==> config.mk <==
export PLATFORM = sky130hd
export DESIGN_NAME = fetch_stage
export DESIGN_NICKNAME = d
export VERILOG_FILES = /design/src/rtl/fetch_pkg.sv /design/src/rtl/fetch_stage.sv
export SDC_FILE = /design/constraint.sdc
export NUM_CORES = 1
export LEC_CHECK = 0
export CAP_MARGIN = 20
export CORE_MARGIN = 2
export CORE_UTILIZATION = 45
export DETAILED_ROUTE_END_ITERATION = 12
export PLACE_DENSITY_LB_ADDON = 0.05
export SLEW_MARGIN = 10
export SYNTH_ARGS = -nofsm -noshare
export SYNTH_HDL_FRONTEND = slang
export SYNTH_SLANG_ARGS = --single-unit
==> constraint.sdc <==
create_clock -name clk -period 6 [get_ports clk]
set_input_delay 1.2 -clock clk [delete_from_list [all_inputs] [get_ports clk]]
set_output_delay 1.2 -clock clk [all_outputs]
set_load 0.05 [all_outputs]
==> src/rtl/fetch_pkg.sv <==
// Shared types and defaults for the instruction-fetch stage.
package fetch_pkg;

  // Fetch stage control states; FAULT is left only through reset.
  typedef enum logic [1:0] {
    BOOT  = 2'd0,
    FETCH = 2'd1,
    FAULT = 2'd2
  } fetch_state_t;

  // Byte address of instruction ROM word 0 and the PC reset value.
  localparam logic [31:0] PC_BASE_DEF = 32'h0040_0000;

endpackage

==> src/rtl/fetch_stage.sv <==
// Instruction-fetch stage: owns the PC, addresses the combinational instruction
// ROM, registers the returned word toward decode with a valid/ready handshake,
// accepts PC redirects and latches a sticky fault on bad fetch addresses.
module fetch_stage
  import fetch_pkg::*;
#(
  parameter int          Nloc    = 512,
  parameter int          Dbits   = 32,
  parameter logic [31:0] PC_BASE = PC_BASE_DEF
) (
  input  logic                    clk,
  input  logic                    reset,
  input  logic                    enable,
  input  logic                    redirect_valid,
  input  logic [31:0]             redirect_target,
  output logic [$clog2(Nloc)-1:0] rom_addr,
  input  logic [Dbits-1:0]        rom_instr,
  output logic [Dbits-1:0]        instr,
  output logic [31:0]             instr_pc,
  output logic                    instr_valid,
  input  logic                    instr_ready,
  output logic [31:0]             pc,
  output logic                    fault,
  output logic [31:0]             fault_addr
);

  localparam int          AW     = $clog2(Nloc);
  localparam logic [31:0] NLOC_W = 32'(Nloc);

  fetch_state_t      state_q, state_d;
  logic [31:0]       pc_q, pc_d;
  logic [Dbits-1:0]  instr_q, instr_d;
  logic [31:0]       ipc_q, ipc_d;
  logic              valid_q, valid_d;
  logic              fault_q, fault_d;
  logic [31:0]       faddr_q, faddr_d;

  logic [31:0]       off;
  logic [31:0]       word_idx;
  logic              pc_ok;

  // Range test and ROM word address derived purely from the current PC.
  always_comb begin
    off      = pc_q - PC_BASE;
    word_idx = off >> 2;
    pc_ok    = (off[1:0] == 2'b00) && (word_idx < NLOC_W);
    rom_addr = word_idx[AW-1:0];
  end

  // Next-state, redirect and capture decisions in priority order.
  always_comb begin
    state_d = state_q;
    pc_d    = pc_q;
    instr_d = instr_q;
    ipc_d   = ipc_q;
    valid_d = valid_q;
    fault_d = fault_q;
    faddr_d = faddr_q;
    case (state_q)
      BOOT: begin
        state_d = FETCH;
      end
      FETCH: begin
        if (enable) begin
          if (redirect_valid) begin
            valid_d = 1'b0;
            if (redirect_target[1:0] != 2'b00) begin
              state_d = FAULT;
              fault_d = 1'b1;
              faddr_d = redirect_target;
            end else begin
              pc_d = redirect_target;
            end
          end else if (!valid_q || instr_ready) begin
            if (!pc_ok) begin
              state_d = FAULT;
              fault_d = 1'b1;
              faddr_d = pc_q;
              valid_d = 1'b0;
            end else begin
              instr_d = rom_instr;
              ipc_d   = pc_q;
              valid_d = 1'b1;
              pc_d    = pc_q + 32'd4;
            end
          end
        end
      end
      FAULT: begin
        valid_d = 1'b0;
        fault_d = 1'b1;
      end
      default: begin
        state_d = FAULT;
        valid_d = 1'b0;
        fault_d = 1'b1;
      end
    endcase
  end

  // State, PC and output registers with asynchronous reset.
  always_ff @(posedge clk or posedge reset) begin
    if (reset) begin
      state_q <= BOOT;
      pc_q    <= PC_BASE;
      instr_q <= '0;
      ipc_q   <= '0;
      valid_q <= 1'b0;
      fault_q <= 1'b0;
      faddr_q <= '0;
    end else begin
      state_q <= state_d;
      pc_q    <= pc_d;
      instr_q <= instr_d;
      ipc_q   <= ipc_d;
      valid_q <= valid_d;
      fault_q <= fault_d;
      faddr_q <= faddr_d;
    end
  end

  assign pc          = pc_q;
  assign instr       = instr_q;
  assign instr_pc    = ipc_q;
  assign instr_valid = valid_q;
  assign fault       = fault_q;
  assign fault_addr  = faddr_q;

endmodule

==> load_flow_metrics.sql <==
INSERT INTO impl_metrics (metric_group, metric, value, unit) VALUES
('synth', 'synth_flop_cell', 'sky130_fd_sc_hd__dfrtp_1', ''),
('setup_path', 'worst-setup-path-type', 'in -> reg', ''),
('cts', 'cts_inserted_buffers', '17', ''),
('setup_path', 'worst_r2r_path_depth', '6', ''),
('routing', 'violation_count_after_the_first_detailed_routing_iteration', '228', ''),
('sta', 'hold_violations', '0', ''),
('sta', 'final.setup.worst_slack', '2.58', 'ns'),
('job', 'timing.max_cap.violations', '0', ''),
('setup_path', 'worst_r2r_startpoint', 'pc[22]$_DFFE_PP1P_', ''),
('sta', 'period_minus_slack', '3.42', 'ns'),
('synth', 'postSynthCellCount', '578', ''),
('setup_path', 'setup.worst_path.start', 'enable', ''),
('floorplan', 'die_width', '117', 'um'),
('routing', 'routed-via-count', '4839', ''),
('hold_path', 'worst_min_delay_path_category', 'reg -> reg', ''),
('synth', 'synth.yosys.warnings', '0', ''),
('floorplan', 'core.rowCount', '41', ''),
('synth', 'count_of_state_elements_after_synthesis', '132', ''),
('sta', 'tightest_slew', '0.877', 'ns'),
('synth', 'ys_seq_area_share', '57.9', '%'),
('layout', 'fin_area', '8410', 'sq um'),
('synth', 'synth_nets', '648', ''),
('cts', 'cts-resized-gates', '0', ''),
('grt', 'grt_antenna_before_repair', '1', ''),
('outcome', 'outcome', 'completed', ''),
('placed_design', 'buffer_ports.inserted', '207', ''),
('sta', 'fin_tns_setup', '0', 'ns'),
('routing', 'avg_wl_per_cell', '16.5', 'um'),
('setup_path', 'endpoint', 'pc[6]$_DFFE_PP0P_', ''),
('cts', 'tritoncts_num_sinks', '132', ''),
('synth', 'synth_enable_flop_cells', '0', ''),
('layout', 'area_delta_synth_final', '47.4', '%'),
('cts', 'cts_buffer_depth', '2', ''),
('setup_path', 'critical_path_data_arrival_time', '3.68', 'ns'),
('layout', 'antenna-diode-count', '0', ''),
('setup_path', 'ff2ff_setup_slack', '3.25', 'ns'),
('placed_design', 'detailed_place.area', '7830', 'sq um'),
('cts', 'clk_pin_slew', '0.05', 'ns'),
('sta', 'fin_skew', '0.00615', 'ns'),
('placed_design', 'detailedPlacementHpwl', '10.7', 'mm'),
('layout', 'drive_gt1_share', '7.02', '%'),
('sta', 'achievable-frequency', '292', 'MHz'),
('synth', 'synth_top_area_cell', 'sky130_fd_sc_hd__dfrtp_1', ''),
('cts', 'hold_bufs_inserted_after_cts', '0', ''),
('synth', 'synthTopCellsByCount', '176 x sky130_fd_sc_hd__nand2_1, 131 x sky130_fd_sc_hd__dfrtp_1, 48 x sky130_fd_sc_hd__o21ai_0, 26 x sky130_fd_sc_hd__mux2i_1, 24 x sky130_fd_sc_hd__and2_1', ''),
('synth', 'synth.top_cell.area_share', '57.4', '%'),
('routing', 'viasPerCell', '5.06', ''),
('floorplan', 'effective_utilization_at_floorplan', '45.6', '%'),
('synth', 'yosysUniqueCellTypes', '52', ''),
('cts', 'cts_max_level', '4', ''),
('setup_path', 'critical_path.reg2reg.endpoint', 'pc[6]$_DFFE_PP0P_', ''),
('grt', 'grt_usage', '23.8', '%'),
('floorplan', 'fp.coreArea', '12500', 'sq um'),
('placed_design', 'gp_congestion', '0.804', ''),
('grt', 'largest_net_degree_at_the_start_of_global_routing', '91', ''),
('routing', 'route.antenna.remaining_nets', '0', ''),
('sta', 'max-slew-margin-rel', '41.1', '%'),
('cts', 'cts_tree', 'yes', ''),
('cts', 'post_cts.repair.setup_buffers', '0', ''),
('setup_path', 'crit_fanout', '58', ''),
('pwr', 'peakVddDrop', '219', 'uV'),
('floorplan', 'pin_count', '208', ''),
('pwr', 'power', '2.82', 'mW'),
('setup_path', 'critical_path.endpoint_type', 'flip-flop', ''),
('sta', 'layout_worst_path_cycle_share', '57.0', '%'),
('synth', 'synth.cell_area', '5710', 'sq um'),
('routing', 'drt_pre_antenna_iters', '4', ''),
('grt', 'grt_pass1_vias', '4769', ''),
('synth', 'yosysMostFrequentCell', 'sky130_fd_sc_hd__nand2_1', ''),
('synth', 'cell_types_with_the_largest_area_share_after_synthesis', 'sky130_fd_sc_hd__dfrtp_1 57%, sky130_fd_sc_hd__nand2_1 12%, sky130_fd_sc_hd__mux2i_1 4.6%, sky130_fd_sc_hd__o21ai_0 4.2%, sky130_fd_sc_hd__and2_1 2.6%', ''),
('cts', 'insertion_delay', '0.41', 'ns');
==> cell usage in the layout (no fill, tap or decap), types with 4 or more instances in the layout <==
master / count
sky130_fd_sc_hd__o2bb2ai_1: 4
sky130_fd_sc_hd__clkdlybuf4s50_1: 206
sky130_fd_sc_hd__nand2_1: 176
sky130_fd_sc_hd__clkbuf_16: 17
sky130_fd_sc_hd__nor3_1: 5
sky130_fd_sc_hd__and2_1: 24
sky130_fd_sc_hd__a21boi_0: 8
sky130_fd_sc_hd__inv_1: 9
sky130_fd_sc_hd__clkinv_2: 6
sky130_fd_sc_hd__nand4_1: 7
sky130_fd_sc_hd__a21oi_1: 12
sky130_fd_sc_hd__nand3_1: 11
sky130_fd_sc_hd__o22ai_1: 6
sky130_fd_sc_hd__dfrtp_1: 131
sky130_fd_sc_hd__buf_4: 8
sky130_fd_sc_hd__o21ai_0: 48
sky130_fd_sc_hd__mux2i_1: 26
sky130_fd_sc_hd__nor2_1: 20
==> area by class of cell <==
class	count	area, sq um
tap	172	215
multi-input combinational	395	2140
clock buffer	22	474
sequential	132	3300
fill	1058	4100
timing repair buffer	215	2130
inverter	10	42.5
clock inverter	10	105
==> per-layer routing <==
| layer | GRT usage (%) | wire length [um] |
|---|---|---|
| met5 | 0 | 0 |
| met3 | 7.21 | 975 |
| met4 | 8.47 | 201 |
| met1 | 30.8 | 6740 |
| met2 | 38.2 | 7860 |
==> power by group <==
group,leakage (nW),internal [mW],switching [mW]
logic,1.84,0.256,0.494
clock network,0.285,0.639,0.367
registers,1.79,0.985,0.0801
total,3.91,1.88,0.941
==> worst min-delay path by stage <==
stage                                    to                     from  slack, ns  cells past startpoint
floorplan           instr_valid$_DFFE_PP0P_   state_q[1]$_DFFE_PP0P_       0.48                      1
global placement    instr_pc[4]$_DFFE_PP0P_  instr_pc[4]$_DFFE_PP0P_       0.45                      2
detailed placement    instr[27]$_DFFE_PP0P_    instr[27]$_DFFE_PP0P_       0.46                      2
CTS                   instr[27]$_DFFE_PP0P_    instr[27]$_DFFE_PP0P_       0.47                      2
global route        instr_pc[9]$_DFFE_PP0P_  instr_pc[9]$_DFFE_PP0P_       0.49                      2
finish                instr[27]$_DFFE_PP0P_    instr[27]$_DFFE_PP0P_       0.46                      2
==> through the flow <==
| step | util (%) | hold slack [ns] |
|---|---|---|
| 2_1_floorplan | - | 0.476 |
| 3_3_place_gp | 62.5 | 0.450 |
| 3_5_place_dp | 62.5 | 0.455 |
| 4_1_cts | 67.2 | 0.466 |
| 5_1_grt | 67.2 | 0.490 |
| 6_report | 67.2 | 0.464 |
==> worst max-delay path, stage by stage <==
cell and delay [ns]:
sky130_fd_sc_hd__clkdlybuf4s50_1 0.50, sky130_fd_sc_hd__nand2_1 0.14, sky130_fd_sc_hd__a211o_1 0.35, sky130_fd_sc_hd__or3_2 0.69, sky130_fd_sc_hd__buf_4 0.39, sky130_fd_sc_hd__a22oi_2 0.26
sky130_fd_sc_hd__o22ai_1 0.10
==> cells by family after synthesis <==
kind of cell / count (synthesis) / synth area share [%]
AO/OA/AOI/OAI: 102 / 11.3
multiplexers: 27 / 4.76
flip-flops: 132 / 57.9
adder cells (fa/ha/maj): 1 / 0.219
AND/OR/NAND/NOR: 265 / 21.1
buffers and inverters: 51 / 4.69
==> sequential cells by signal, indices dropped and copies added, names as in the netlist <==
name / cells
fault: 1
fault_addr: 32
instr: 32
instr_pc: 32
instr_valid: 1
pc: 32
state_q: 2
No activity file was read; power rests on OpenSTA's default activity.
